<file path="config.mk">
export PLATFORM = sky130hd
export DESIGN_NAME = seq_alu
export DESIGN_NICKNAME = d
export VERILOG_FILES = /design/src/rtl/seq_alu.sv
export SDC_FILE = /design/constraint.sdc
export NUM_CORES = 1
export LEC_CHECK = 0
export CAP_MARGIN = 20
export CORE_ASPECT_RATIO = 0.8
export CORE_MARGIN = 5
export CORE_UTILIZATION = 54
export DETAILED_ROUTE_END_ITERATION = 10
export GPL_ROUTABILITY_DRIVEN = 0
export PLACE_DENSITY_LB_ADDON = 0.15
export SLEW_MARGIN = 20
export SYNTH_ARGS = -nofsm -noshare
export SYNTH_HDL_FRONTEND = slang
export SYNTH_SLANG_ARGS = --single-unit
export TNS_END_PERCENT = 50
</file>
<file path="constraint.sdc">
create_clock -name clk -period 2.5 [get_ports clk]
set_input_delay 0.625 -clock clk [delete_from_list [all_inputs] [get_ports clk]]
set_output_delay 0.625 -clock clk [all_outputs]
set_load 0.02 [all_outputs]
</file>
<file path="src/rtl/seq_alu.sv">
// seq_alu: sequential ALU with valid/ready input and output handshakes.
// Single-cycle ops resolve at the accept edge; MUL runs an iterative
// shift-add over WIDTH cycles. The result is held until downstream accepts it.
module seq_alu #(
    parameter int WIDTH = 8
) (
    input  logic             clk,
    input  logic             reset,
    input  logic             in_valid,
    output logic             in_ready,
    input  logic [2:0]       opcode,
    input  logic [WIDTH-1:0] a,
    input  logic [WIDTH-1:0] b,
    output logic             out_valid,
    input  logic             out_ready,
    output logic [WIDTH-1:0] result,
    output logic             carry,
    output logic             zero
);

    localparam int CW = (WIDTH > 2) ? $clog2(WIDTH) : 1;

    typedef enum logic [1:0] {
        IDLE = 2'd0,
        EXEC = 2'd1,
        DONE = 2'd2
    } state_t;

    typedef enum logic [2:0] {
        OP_ADD = 3'b000,
        OP_SUB = 3'b001,
        OP_AND = 3'b010,
        OP_OR  = 3'b011,
        OP_XOR = 3'b100,
        OP_NOT = 3'b101,
        OP_SHL = 3'b110,
        OP_MUL = 3'b111
    } op_t;

    state_t               state, state_next;
    logic [2*WIDTH-1:0]   acc;
    logic [2*WIDTH-1:0]   mcand;
    logic [WIDTH-1:0]     mplier;
    logic [CW-1:0]        cnt;

    logic [WIDTH:0]       sum_ext;
    logic [WIDTH:0]       diff_ext;
    logic [WIDTH-1:0]     alu_res;
    logic                 alu_carry;
    logic [2*WIDTH-1:0]   acc_next;
    logic                 last_step;

    // Handshake outputs decode directly from state so an async reset takes effect at once.
    assign in_ready  = (state == IDLE);
    assign out_valid = (state == DONE);

    assign last_step = (cnt == CW'(WIDTH - 1));
    assign acc_next  = acc + (mplier[0] ? mcand : '0);

    // Single-cycle operation result and carry, computed from the live inputs at accept.
    always_comb begin
        sum_ext   = {1'b0, a} + {1'b0, b};
        diff_ext  = {1'b0, a} - {1'b0, b};
        alu_res   = '0;
        alu_carry = 1'b0;
        case (op_t'(opcode))
            OP_ADD: begin
                alu_res   = sum_ext[WIDTH-1:0];
                alu_carry = sum_ext[WIDTH];
            end
            OP_SUB: begin
                alu_res   = diff_ext[WIDTH-1:0];
                alu_carry = diff_ext[WIDTH];
            end
            OP_AND: alu_res = a & b;
            OP_OR:  alu_res = a | b;
            OP_XOR: alu_res = a ^ b;
            OP_NOT: alu_res = ~a;
            OP_SHL: begin
                alu_res   = {a[WIDTH-2:0], 1'b0};
                alu_carry = a[WIDTH-1];
            end
            default: begin
                alu_res   = '0;
                alu_carry = 1'b0;
            end
        endcase
    end

    // State register.
    always_ff @(posedge clk or posedge reset) begin
        if (reset) begin
            state <= IDLE;
        end else begin
            state <= state_next;
        end
    end

    // Next-state decode.
    always_comb begin
        state_next = state;
        case (state)
            IDLE: begin
                if (in_valid) begin
                    state_next = (op_t'(opcode) == OP_MUL) ? EXEC : DONE;
                end
            end
            EXEC: begin
                if (last_step) begin
                    state_next = DONE;
                end
            end
            DONE: begin
                if (out_ready) begin
                    state_next = IDLE;
                end
            end
            default: state_next = IDLE;
        endcase
    end

    // Datapath: operand capture, multiply steps, and output register updates on entry to DONE.
    always_ff @(posedge clk or posedge reset) begin
        if (reset) begin
            acc    <= '0;
            mcand  <= '0;
            mplier <= '0;
            cnt    <= '0;
            result <= '0;
            carry  <= 1'b0;
            zero   <= 1'b0;
        end else begin
            case (state)
                IDLE: begin
                    if (in_valid) begin
                        if (op_t'(opcode) == OP_MUL) begin
                            acc    <= '0;
                            mcand  <= {{WIDTH{1'b0}}, a};
                            mplier <= b;
                            cnt    <= '0;
                        end else begin
                            result <= alu_res;
                            carry  <= alu_carry;
                            zero   <= (alu_res == '0);
                        end
                    end
                end
                EXEC: begin
                    acc    <= acc_next;
                    mcand  <= mcand << 1;
                    mplier <= mplier >> 1;
                    cnt    <= cnt + 1'b1;
                    // The final partial product is folded in combinationally so the
                    // result lands on the same edge as the move to DONE.
                    if (last_step) begin
                        result <= acc_next[WIDTH-1:0];
                        carry  <= |acc_next[2*WIDTH-1:WIDTH];
                        zero   <= (acc_next[WIDTH-1:0] == '0);
                    end
                end
                default: ;
            endcase
        end
    end

endmodule

</file>
==> impl_metrics.json, run 1 <==
{
  "hpwl_um": 11000,
  "rows": 30,
  "grt_pass1_wl_um": 22900,
  "path_cells": "and2_4, ha_4, fa_2, a211oi_2, o211a_1, nor2_2, o41ai_4, xnor2_2, nor4b_4, a21oi_2",
  "fin_crit_ns": 2.61,
  "yosysSeqAreaShare": 0.298,
  "syn_inst": 524,
  "utilization": 0.777,
  "fillers": 564,
  "start_util": 0.550,
  "status": "complete, but fails checks",
  "wl_per_cell_um": 18.9,
  "tightestPinTransition_ns": 0.652,
  "arrival_ns": 2.80,
  "relSlewSlack": 0.562,
  "slew_violations": 0,
  "grt_usage": 0.270,
  "setup_ws_ns": -0.106,
  "synthesis.area_sq_um": 4620,
  "setup_viol": 6,
  "cts_buffers": 5,
  "seq_area_sq_um": 1380,
  "grt_pass1_vias": 4540,
  "drt_pre_antenna_iters": 7,
  "antenna_found_initial": 0,
  "cp_slowest_cell": "dfrtp_1",
  "rsz0062_at_grt": "yes",
  "ctsLongestPathBuffers": 2,
  "core_area_sq_um": 8410,
  "hold_class": "register to register",
  "synth_edf_count": 0,
  "ant_nets": 0,
  "vdd_drop_max_uv": 506,
  "crit_family": "compound AO/OA/AOI/OAI gates",
  "layout.nets": 740,
  "cp_max_fo": 3,
  "finClkSkew_ns": 0.0115,
  "pin_count": 35,
  "yosys.area.top_type": "dfrtp_1",
  "powerDensity_nw_per_um2": 694,
  "post-route-period-util": 1.04,
  "final_area_sq_um": 6530,
  "drt_first_iter_violations": 511,
  "yosysWarnings": 0,
  "final.setup.tns_ns": -0.267,
  "crit_type": "register to register",
  "total_power_mw": 4.54,
  "root_buffer": "clkbuf_8",
  "synthesis.nets": 591,
  "synthArstFlopShare": 1.00,
  "grt_max_degree": 56,
  "multi_input_area_sq_um": 3420,
  "wirelength_um": 14900,
  "critPathRequiredTime_ns": 2.70,
  "hold_viol": 0,
  "yosys.area.top_type_share": 0.298,
  "yosys-top-cells-area": "dfrtp_1, ha_1, a21oi_1, o21ai_0, nand2_1",
  "hold_buffers": 0,
  "viasPerCell": 6.02,
  "preCtsSetupSlack_ns": -0.786,
  "die_w_um": 113,
  "placed_area_sq_um": 5970,
  "synthTopCellsByCount": "dfrtp_1, a21oi_1, nand2_1, ha_1, nor2_1",
  "portBuffers": 34,
  "die_h_um": 92.8,
  "drv_cap": 0,
  "ys_types": 84,
  "vias": 4729,
  "max_stage_delay_ns": 0.41,
  "startpoint_type": "register",
  "syn_avg_cell_area_sq_um": 8.82,
  "clock_latency_ns": 0.31,
  "synth_seq_cells": 55,
  "power.leakage_nw": 3.07,
  "max_freq_mhz": 384,
  "path_buf_inv": 0,
  "cts_tree": "built",
  "htree_levels": 2,
  "antenna_cells": 0,
  "clk_pin_slew_worst_paths_ns": 0.11,
  "drive_above_1_share": 0.375,
  "areaGrowthSynthToFinish_pct": 41.4,
  "synthFlopType": "dfrtp_1",
  "clock-sinks": 55,
  "overflow": 0,
  "die_area_sq_um": 10500,
  "yosysMostFrequentCell": "dfrtp_1",
  "cp-end-kind": "register",
  "drc": 0,
  "violations": "setup timing"
}
-- kinds of logic (layout without fill, tap and decap cells) --
family / after synthesis / after routing / synth area share
buffers and inverters: 58 / 208 / 0.0566
flip-flops: 55 / 55 / 0.298
AO/OA/AOI/OAI: 180 / 180 / 0.285
adder cells (fa/ha/maj): 44 / 44 / 0.124
multiplexers: 14 / 14 / 0.0311
AND/OR/NAND/NOR: 159 / 159 / 0.178
XOR/XNOR: 14 / 14 / 0.0282
-- layout make-up --
cell class,count,share of cell area
Clock buffer,5,0.0105
Clock inverter,3,0.00383
Tap cell,112,0.0214
Multi-Input combinational cell,411,0.524
Sequential cell,55,0.211
Timing Repair Buffer,169,0.212
Inverter,31,0.0178
-- sequential cells by signal, summed over array words and instances (netlist names) --
name and cells:
mplier 8, mcand 16, zero 1, acc 16, cnt 3, result 8, state 2, carry 1
-- layer usage --
layer / vias to the layer above / track usage / wire (um)
met3: 58 / 0.0562 / 1310
met5: - / 0 / 0
met4: 0 / 0.0581 / 440
met1: 2219 / 0.387 / 6440
li1: 2198 / - / -
met2: 254 / 0.421 / 6660
-- layout by cell type (no fill, tap or decap), types with 5 or more instances in the layout --
master           instances
buf_4                  126
dfrtp_1                 55
nand2_1                 46
a21oi_1                 40
nor2_1                  38
o21ai_0                 31
ha_1                    27
a22o_1                  19
clkdlybuf4s50_1         19
inv_1                   17
inv_2                   14
and2_1                  13
mux2i_1                 10
ha_4                     9
clkbuf_2                 9
nand3_1                  8
a21o_1                   7
a21oi_2                  6
o21bai_1                 6
xnor2_1                  6
nor3_1                   6
nand2b_1                 5
and2_4                   5
o21ai_1                  5
ha_2                     5
clkbuf_8                 5
buf_12                   5
-- worst reg2reg max path: stages, from the launching register on --
cell	delay [ns]
dfrtp_1	0.41
and2_4	0.17
ha_4	0.17
fa_2	0.37
a211oi_2	0.26
o211a_1	0.21
nor2_2	0.08
o41ai_4	0.31
xnor2_2	0.16
nor4b_4	0.28
a21oi_2	0.09
-- timing repair --
item                                   4_1_cts  5_1_grt
endpoints found under the hold margin        0        0
buffers inserted                             6        8
setup endpoints to repair                   11       12
pin swaps                                   31       28
resized for setup                           69       61
-- per-stage QoR --
stage / cells / hold slack (ns)
CTS: 780 / 0.493
detailed placement: 766 / 0.469
global route: 786 / 0.518
global placement: 766 / 0.463
floorplan: 524 / 0.449
finish: 786 / 0.489
-- worst paths after layout --
kind | start | to | slack (ns) | cells past startpoint
min in group asynchronous | reset | mcand[15]$_DFFE_PP0P_ | 0.66 | 3
worst max register to register | mplier[0]$_DFFE_PP0P_ | carry$_DFFE_PP0P_ | -0.11 | 10
max in group asynchronous | reset | carry$_DFFE_PP0P_ | 1.59 | 3
worst max-delay path | mplier[0]$_DFFE_PP0P_ | carry$_DFFE_PP0P_ | -0.11 | 10
worst min-delay path | result[4]$_DFFE_PP0P_ | result[4]$_DFFE_PP0P_ | 0.49 | 2
worst min register to register | result[4]$_DFFE_PP0P_ | result[4]$_DFFE_PP0P_ | 0.49 | 2
-- where the power goes --
part	total, mW	switching (mW)	internal [mW]
sequential	1.47	0.250	1.22
clock	0.518	0.316	0.201
combinational	2.55	1.29	1.27
No activity file was read; power rests on OpenSTA's default activity.
==> run 2, diff against run 1 <==
--- a/config.mk
+++ b/config.mk
@@ -11,7 +11,7 @@
 export CORE_UTILIZATION = 54
 export DETAILED_ROUTE_END_ITERATION = 10
 export GPL_ROUTABILITY_DRIVEN = 0
-export PLACE_DENSITY_LB_ADDON = 0.15
+export PLACE_DENSITY = 0.78
 export SLEW_MARGIN = 20
 export SYNTH_ARGS = -nofsm -noshare
 export SYNTH_HDL_FRONTEND = slang
==> impl_metrics.json, run 2 (synthesized netlist as in run 1, its figures left out) <==
{
  "p_clk_frac": 0.118,
  "grt_pass1_wl_um": 24300,
  "reg2reg_to": "carry$_DFFE_PP0P_",
  "die_h_um": 92.8,
  "core_area_sq_um": 8410,
  "reg2reg_depth": 10,
  "min_to": "result[1]$_DFFE_PP0P_",
  "htree_levels": 2,
  "overflow": 0,
  "fin_crit_ns": 2.80,
  "hold_viol": 0,
  "hpwl_um": 10900,
  "finClkSkew_ns": 0.00322,
  "hold_buffers": 0,
  "die_w_um": 113,
  "grt_usage": 0.288,
  "intPower_mw": 2.71,
  "crit_type": "register to register",
  "slew_violations": 0,
  "reg2reg_slack_ns": -0.30,
  "wl_per_cell_um": 22.4,
  "vias": 5168,
  "vdd_drop_max_uv": 408,
  "power.leakage_nw": 3.03,
  "setup_viol": 14,
  "placed_area_sq_um": 5890,
  "mostFrequentLayoutCells": "buf_4, dfrtp_1, nand2_1, a21oi_1, nor2_1",
  "powerDensity_nw_per_um2": 725,
  "root_buffer": "clkbuf_8",
  "path_buf_inv": 0,
  "biggestRegsByFlops": "acc: 16 flops, mcand: 16 flops",
  "rr_startpoint": "mplier[0]$_DFFE_PP0P_",
  "drive_above_1_share": 0.346,
  "drc": 0,
  "grt_max_degree": 60,
  "drt_pre_antenna_iters": 7,
  "cts_buffers": 5,
  "grt_pass1_vias": 4746,
  "startpoint_type": "register",
  "clock_latency_ns": 0.32,
  "final_area_sq_um": 6520,
  "portBuffers": 34,
  "rows": 30,
  "p_comb_frac": 0.566,
  "hold_class": "register to register",
  "violations": "setup timing",
  "hold_depth": 2,
  "die_area_sq_um": 10500,
  "drt_first_iter_violations": 624,
  "clock-sinks": 55,
  "ant_nets": 0,
  "ctsLongestPathBuffers": 2,
  "pwr-share-seq": 0.316,
  "total_power_mw": 4.73,
  "critPathRequiredTime_ns": 2.70,
  "power_switching_mw": 2.02,
  "drv_cap": 0,
  "crit_family": "compound AO/OA/AOI/OAI gates",
  "path_cells": "and2_4, ha_4, fa_2, a211oi_4, o211a_4, nor2_4, o41ai_4, xnor2_2, nor4b_4, a21oi_2",
  "wirelength_um": 17500,
  "max_stage_delay_ns": 0.43,
  "layout.nets": 734,
  "max_freq_mhz": 357,
  "post-route-period-util": 1.12,
  "cp-end-kind": "register",
  "areaGrowthSynthToFinish_pct": 41.1,
  "arrival_ns": 3.01,
  "swShare": 0.427,
  "rsz0062_at_grt": "yes",
  "status": "complete, but fails checks",
  "start_util": 0.550,
  "viasPerCell": 6.62,
  "cts_tree": "built",
  "clk_pin_slew_worst_paths_ns": 0.10,
  "worstHoldStart": "result[1]$_DFFE_PP0P_",
  "cp_slowest_cell": "dfrtp_1",
  "antenna_found_initial": 0,
  "preCtsSetupSlack_ns": -0.811,
  "cp_max_fo": 3,
  "tightestPinTransition_ns": 0.502,
  "holdWs_ns": 0.493,
  "relSlewSlack": 0.663,
  "final_common_cell": "buf_4",
  "setup_ws_ns": -0.301,
  "pin_count": 35
}
==> run 2: changes by cell type in the layout (fill, tap and decap cells not counted), moves of 4 or more <==
cell           delta
buf_4             -8
clkbuf_2          -7
dlygate4sd2_1     +6
inv_1             +4
inv_2             -4
==> run 2: repair_timing <==
| action | 4_1_cts | 5_1_grt |
|---|---|---|
| resized for setup | 56 | 51 |
| setup buffers | 11 | 7 |
| endpoints found under the setup margin | 12 | 14 |
| pin swaps | 28 | 22 |
==> run 2: routing by layer <==
layer  vias to the layer above  track usage  part of all wire
li1                       2208            -                 -
met3                       133       0.0477             0.098
met5                         -            0                 0
met1                      2408        0.396              0.39
met2                       419        0.462              0.44
met4                         0       0.0991             0.070
==> run 2: worst max-delay path by stage <==
stage | endpoint | slack [ns] | cells after the start | start
final | carry$_DFFE_PP0P_ | -0.30 | 10 | mplier[0]$_DFFE_PP0P_
after global routing | zero$_DFFE_PP0P_ | -0.41 | 11 | mplier[0]$_DFFE_PP0P_
after floorplan | result[6]$_DFFE_PP0P_ | -0.02 | 10 | a[0]
after detailed placement | zero$_DFFE_PP0P_ | -0.81 | 11 | b[4]
after CTS | carry$_DFFE_PP0P_ | -0.13 | 10 | mplier[0]$_DFFE_PP0P_
after global placement | zero$_DFFE_PP0P_ | -0.70 | 11 | b[4]
==> run 2: through the flow <==
stage	util	setup TNS [ns]	cells
after global routing	0.775	-2.68	780
final	0.776	-1.92	781
after detailed placement	0.701	-5.99	756
after floorplan	-	-0.0241	524
after global placement	0.701	-5.13	756
after CTS	0.743	-0.390	774
==> run 2: area by class of cell <==
| type | count | area, sq um |
|---|---|---|
| Antenna cell | 1 | 2.50 |
| Clock buffer | 6 | 82.6 |
| Clock inverter | 2 | 20.0 |
| Fill cell | 501 | 1890 |
| Inverter | 31 | 116 |
| Multi-Input combinational cell | 411 | 3420 |
| Sequential cell | 55 | 1380 |
| Tap cell | 112 | 140 |
| Timing Repair Buffer | 163 | 1370 |
==> run 2: worst min-delay path: stages, from the launching register on <==
cell and delay, ns:
dfrtp_1 0.36, nand2_1 0.05, o21ai_0 0.06
==> run 2: power groups by stage <==
stage,clock (mW),combinational [mW],sequential [mW]
floorplan,0,1.21,1.49
global placement,0,2.11,1.45
detailed placement,0,2.19,1.46
finish,0.560,2.68,1.49
global route,0.595,2.82,1.52
CTS,0.554,2.33,1.46
==> run 3, diff against run 2 <==
--- a/config.mk
+++ b/config.mk
@@ -8,10 +8,12 @@
 export CAP_MARGIN = 20
 export CORE_ASPECT_RATIO = 0.8
 export CORE_MARGIN = 5
-export CORE_UTILIZATION = 54
+export CORE_UTILIZATION = 55
+export CTS_BUF_LIST = sky130_fd_sc_hd__clkbuf_4 sky130_fd_sc_hd__clkbuf_8
 export DETAILED_ROUTE_END_ITERATION = 10
 export GPL_ROUTABILITY_DRIVEN = 0
-export PLACE_DENSITY = 0.78
+export PLACE_DENSITY = 0.8
+export SETUP_SLACK_MARGIN = 0.1
 export SLEW_MARGIN = 20
 export SYNTH_ARGS = -nofsm -noshare
 export SYNTH_HDL_FRONTEND = slang
==> impl_metrics.json, run 3 (synthesized netlist as in run 1, its figures left out) <==
{
  "vias": 5286,
  "setup_viol": 10,
  "grt_pass1_wl_um": 22700,
  "pwr-share-seq": 0.320,
  "post-route-period-util": 1.09,
  "max_freq_mhz": 366,
  "mostFrequentLayoutCells": "buf_4, dfrtp_1, nand2_1, a21oi_1, nor2_1",
  "finClkSkew_ns": 0.0207,
  "grt_usage": 0.269,
  "hpwl_um": 10600,
  "grt_pass1_vias": 4648,
  "overflow": 0,
  "setup_ws_ns": -0.232,
  "status": "complete, but fails checks",
  "pin_count": 35,
  "die_h_um": 92.0,
  "intPower_mw": 2.66,
  "crit_type": "register to register",
  "power.leakage_nw": 3.04,
  "violations": "setup timing",
  "utilization": 0.815,
  "cts_tree": "built",
  "fillers": 430,
  "wl_per_cell_um": 23.6,
  "dp_cells": 744,
  "hold_class": "register to register",
  "swShare": 0.435,
  "p_comb_frac": 0.566,
  "areaGrowthSynthToFinish_pct": 42.1,
  "rows": 29,
  "fin_crit_ns": 2.73,
  "final_common_cell": "buf_4",
  "final_cells": 772,
  "rsz0062_at_grt": "yes",
  "grt_max_degree": 60,
  "clock-sinks": 55,
  "drive_above_1_share": 0.365,
  "startpoint_type": "register",
  "viasPerCell": 6.85,
  "ctsLongestPathBuffers": 2,
  "biggestRegsByFlops": "acc: 16 flops, mcand: 16 flops",
  "p_clk_frac": 0.114,
  "wirelength_um": 18200,
  "arrival_ns": 2.95,
  "layout.nets": 729,
  "powerDensity_nw_per_um2": 719,
  "die_w_um": 112,
  "htree_levels": 2,
  "reg2reg_slack_ns": -0.23,
  "slew_violations": 0,
  "hold_buffers": 0,
  "portBuffers": 34,
  "power_switching_mw": 2.06,
  "cp-end-kind": "register",
  "drt_pre_antenna_iters": 7,
  "hold_viol": 0,
  "tightestPinTransition_ns": 0.464,
  "die_area_sq_um": 10300,
  "drc": 0,
  "start_util": 0.574,
  "core_area_sq_um": 8060,
  "critPathRequiredTime_ns": 2.72,
  "cts_buffers": 5,
  "clock_latency_ns": 0.34,
  "ant_nets": 0,
  "drt_first_iter_violations": 618,
  "vdd_drop_max_uv": 454,
  "antenna_found_initial": 0,
  "relSlewSlack": 0.690,
  "clk_pin_slew_worst_paths_ns": 0.11,
  "drv_cap": 0,
  "root_buffer": "clkbuf_8",
  "cp_max_fo": 3
}
## run 3: cell count changes in the layout (fill, tap and decap cells not counted), moves of 3 or more
cell,before,now
dlygate4sd2_1,8,1
ha_1,27,24
buf_4,118,112
clkbuf_2,2,5
dlymetal6s2s_1,0,5
clkdlybuf4s50_1,22,18
ha_4,9,13
## run 3: worst paths after layout
kind | endpoint | depth (start not counted) | startpoint
max | carry$_DFFE_PP0P_ | 12 | mplier[0]$_DFFE_PP0P_
min | mplier[1]$_DFFE_PP0P_ | 2 | mplier[1]$_DFFE_PP0P_
max reg2reg | carry$_DFFE_PP0P_ | 12 | mplier[0]$_DFFE_PP0P_
min reg2reg | mplier[1]$_DFFE_PP0P_ | 2 | mplier[1]$_DFFE_PP0P_
max in group asynchronous | mcand[8]$_DFFE_PP0P_ | 3 | reset
min in group asynchronous | mplier[2]$_DFFE_PP0P_ | 2 | reset
## run 3: worst max-delay path: stages (launching register included)
cell and delay, ns:
dfrtp_1 0.42, and2_4 0.19, ha_4 0.16, fa_2 0.39, a211oi_2 0.31, o211a_1 0.24
buf_6 0.13, buf_4 0.11, o21bai_4 0.07, a21oi_2 0.17, xnor2_2 0.12, a2111oi_4 0.23
a21oi_2 0.08
## run 3: metrics by stage
stage / setup TNS [ns] / power (mW) / hold slack, ns / area (sq um) / setup WS [ns]
after detailed placement: -5.99 / 3.62 / 0.474 / 5850 / -0.813
after CTS: -0.329 / 4.25 / 0.498 / 6200 / -0.124
after global routing: -1.59 / 4.93 / 0.526 / 6570 / -0.266
after global placement: -5.32 / 3.51 / 0.463 / 5850 / -0.695
final: -1.06 / 4.72 / 0.497 / 6570 / -0.232
after floorplan: 0 / 2.71 / 0.449 / 4680 / 0.0428
## run 3: cell type report
| type | count | area, sq um | area share |
|---|---|---|---|
| Multi-Input combinational cell | 411 | 3470 | 0.529 |
| Clock buffer | 5 | 68.8 | 0.0105 |
| Inverter | 31 | 129 | 0.0196 |
| Clock inverter | 3 | 25.0 | 0.00381 |
| Antenna cell | 1 | 2.50 | 0.000381 |
| Sequential cell | 55 | 1380 | 0.210 |
| Tap cell | 108 | 135 | 0.0206 |
| Timing Repair Buffer | 158 | 1360 | 0.207 |
## run 3: metal layers
layer	GRT usage	wire length (um)	vias up
li1	-	-	2184
met1	0.366	6560	2497
met2	0.441	8130	440
met3	0.0513	2170	165
met4	0.0721	1330	0
met5	0	0	-
## run 3: power groups by stage
| stage | sequential, mW | combinational, mW | clock (mW) |
|---|---|---|---|
| 2_1_floorplan | 1.49 | 1.22 | 0 |
| 3_3_place_gp | 1.46 | 2.05 | 0 |
| 3_5_place_dp | 1.47 | 2.14 | 0 |
| 4_1_cts | 1.46 | 2.27 | 0.521 |
| 5_1_grt | 1.54 | 2.82 | 0.572 |
| 6_report | 1.51 | 2.67 | 0.539 |
## run 3: repair_timing
| action | in CTS | in global routing |
|---|---|---|
| setup buffers | 11 | 7 |
| pin swaps | 31 | 32 |
| setup endpoints to repair | 14 | 15 |
| gates cloned | 0 | 1 |
| endpoints found under the hold margin | 0 | 0 |
| gates resized for setup | 60 | 73 |
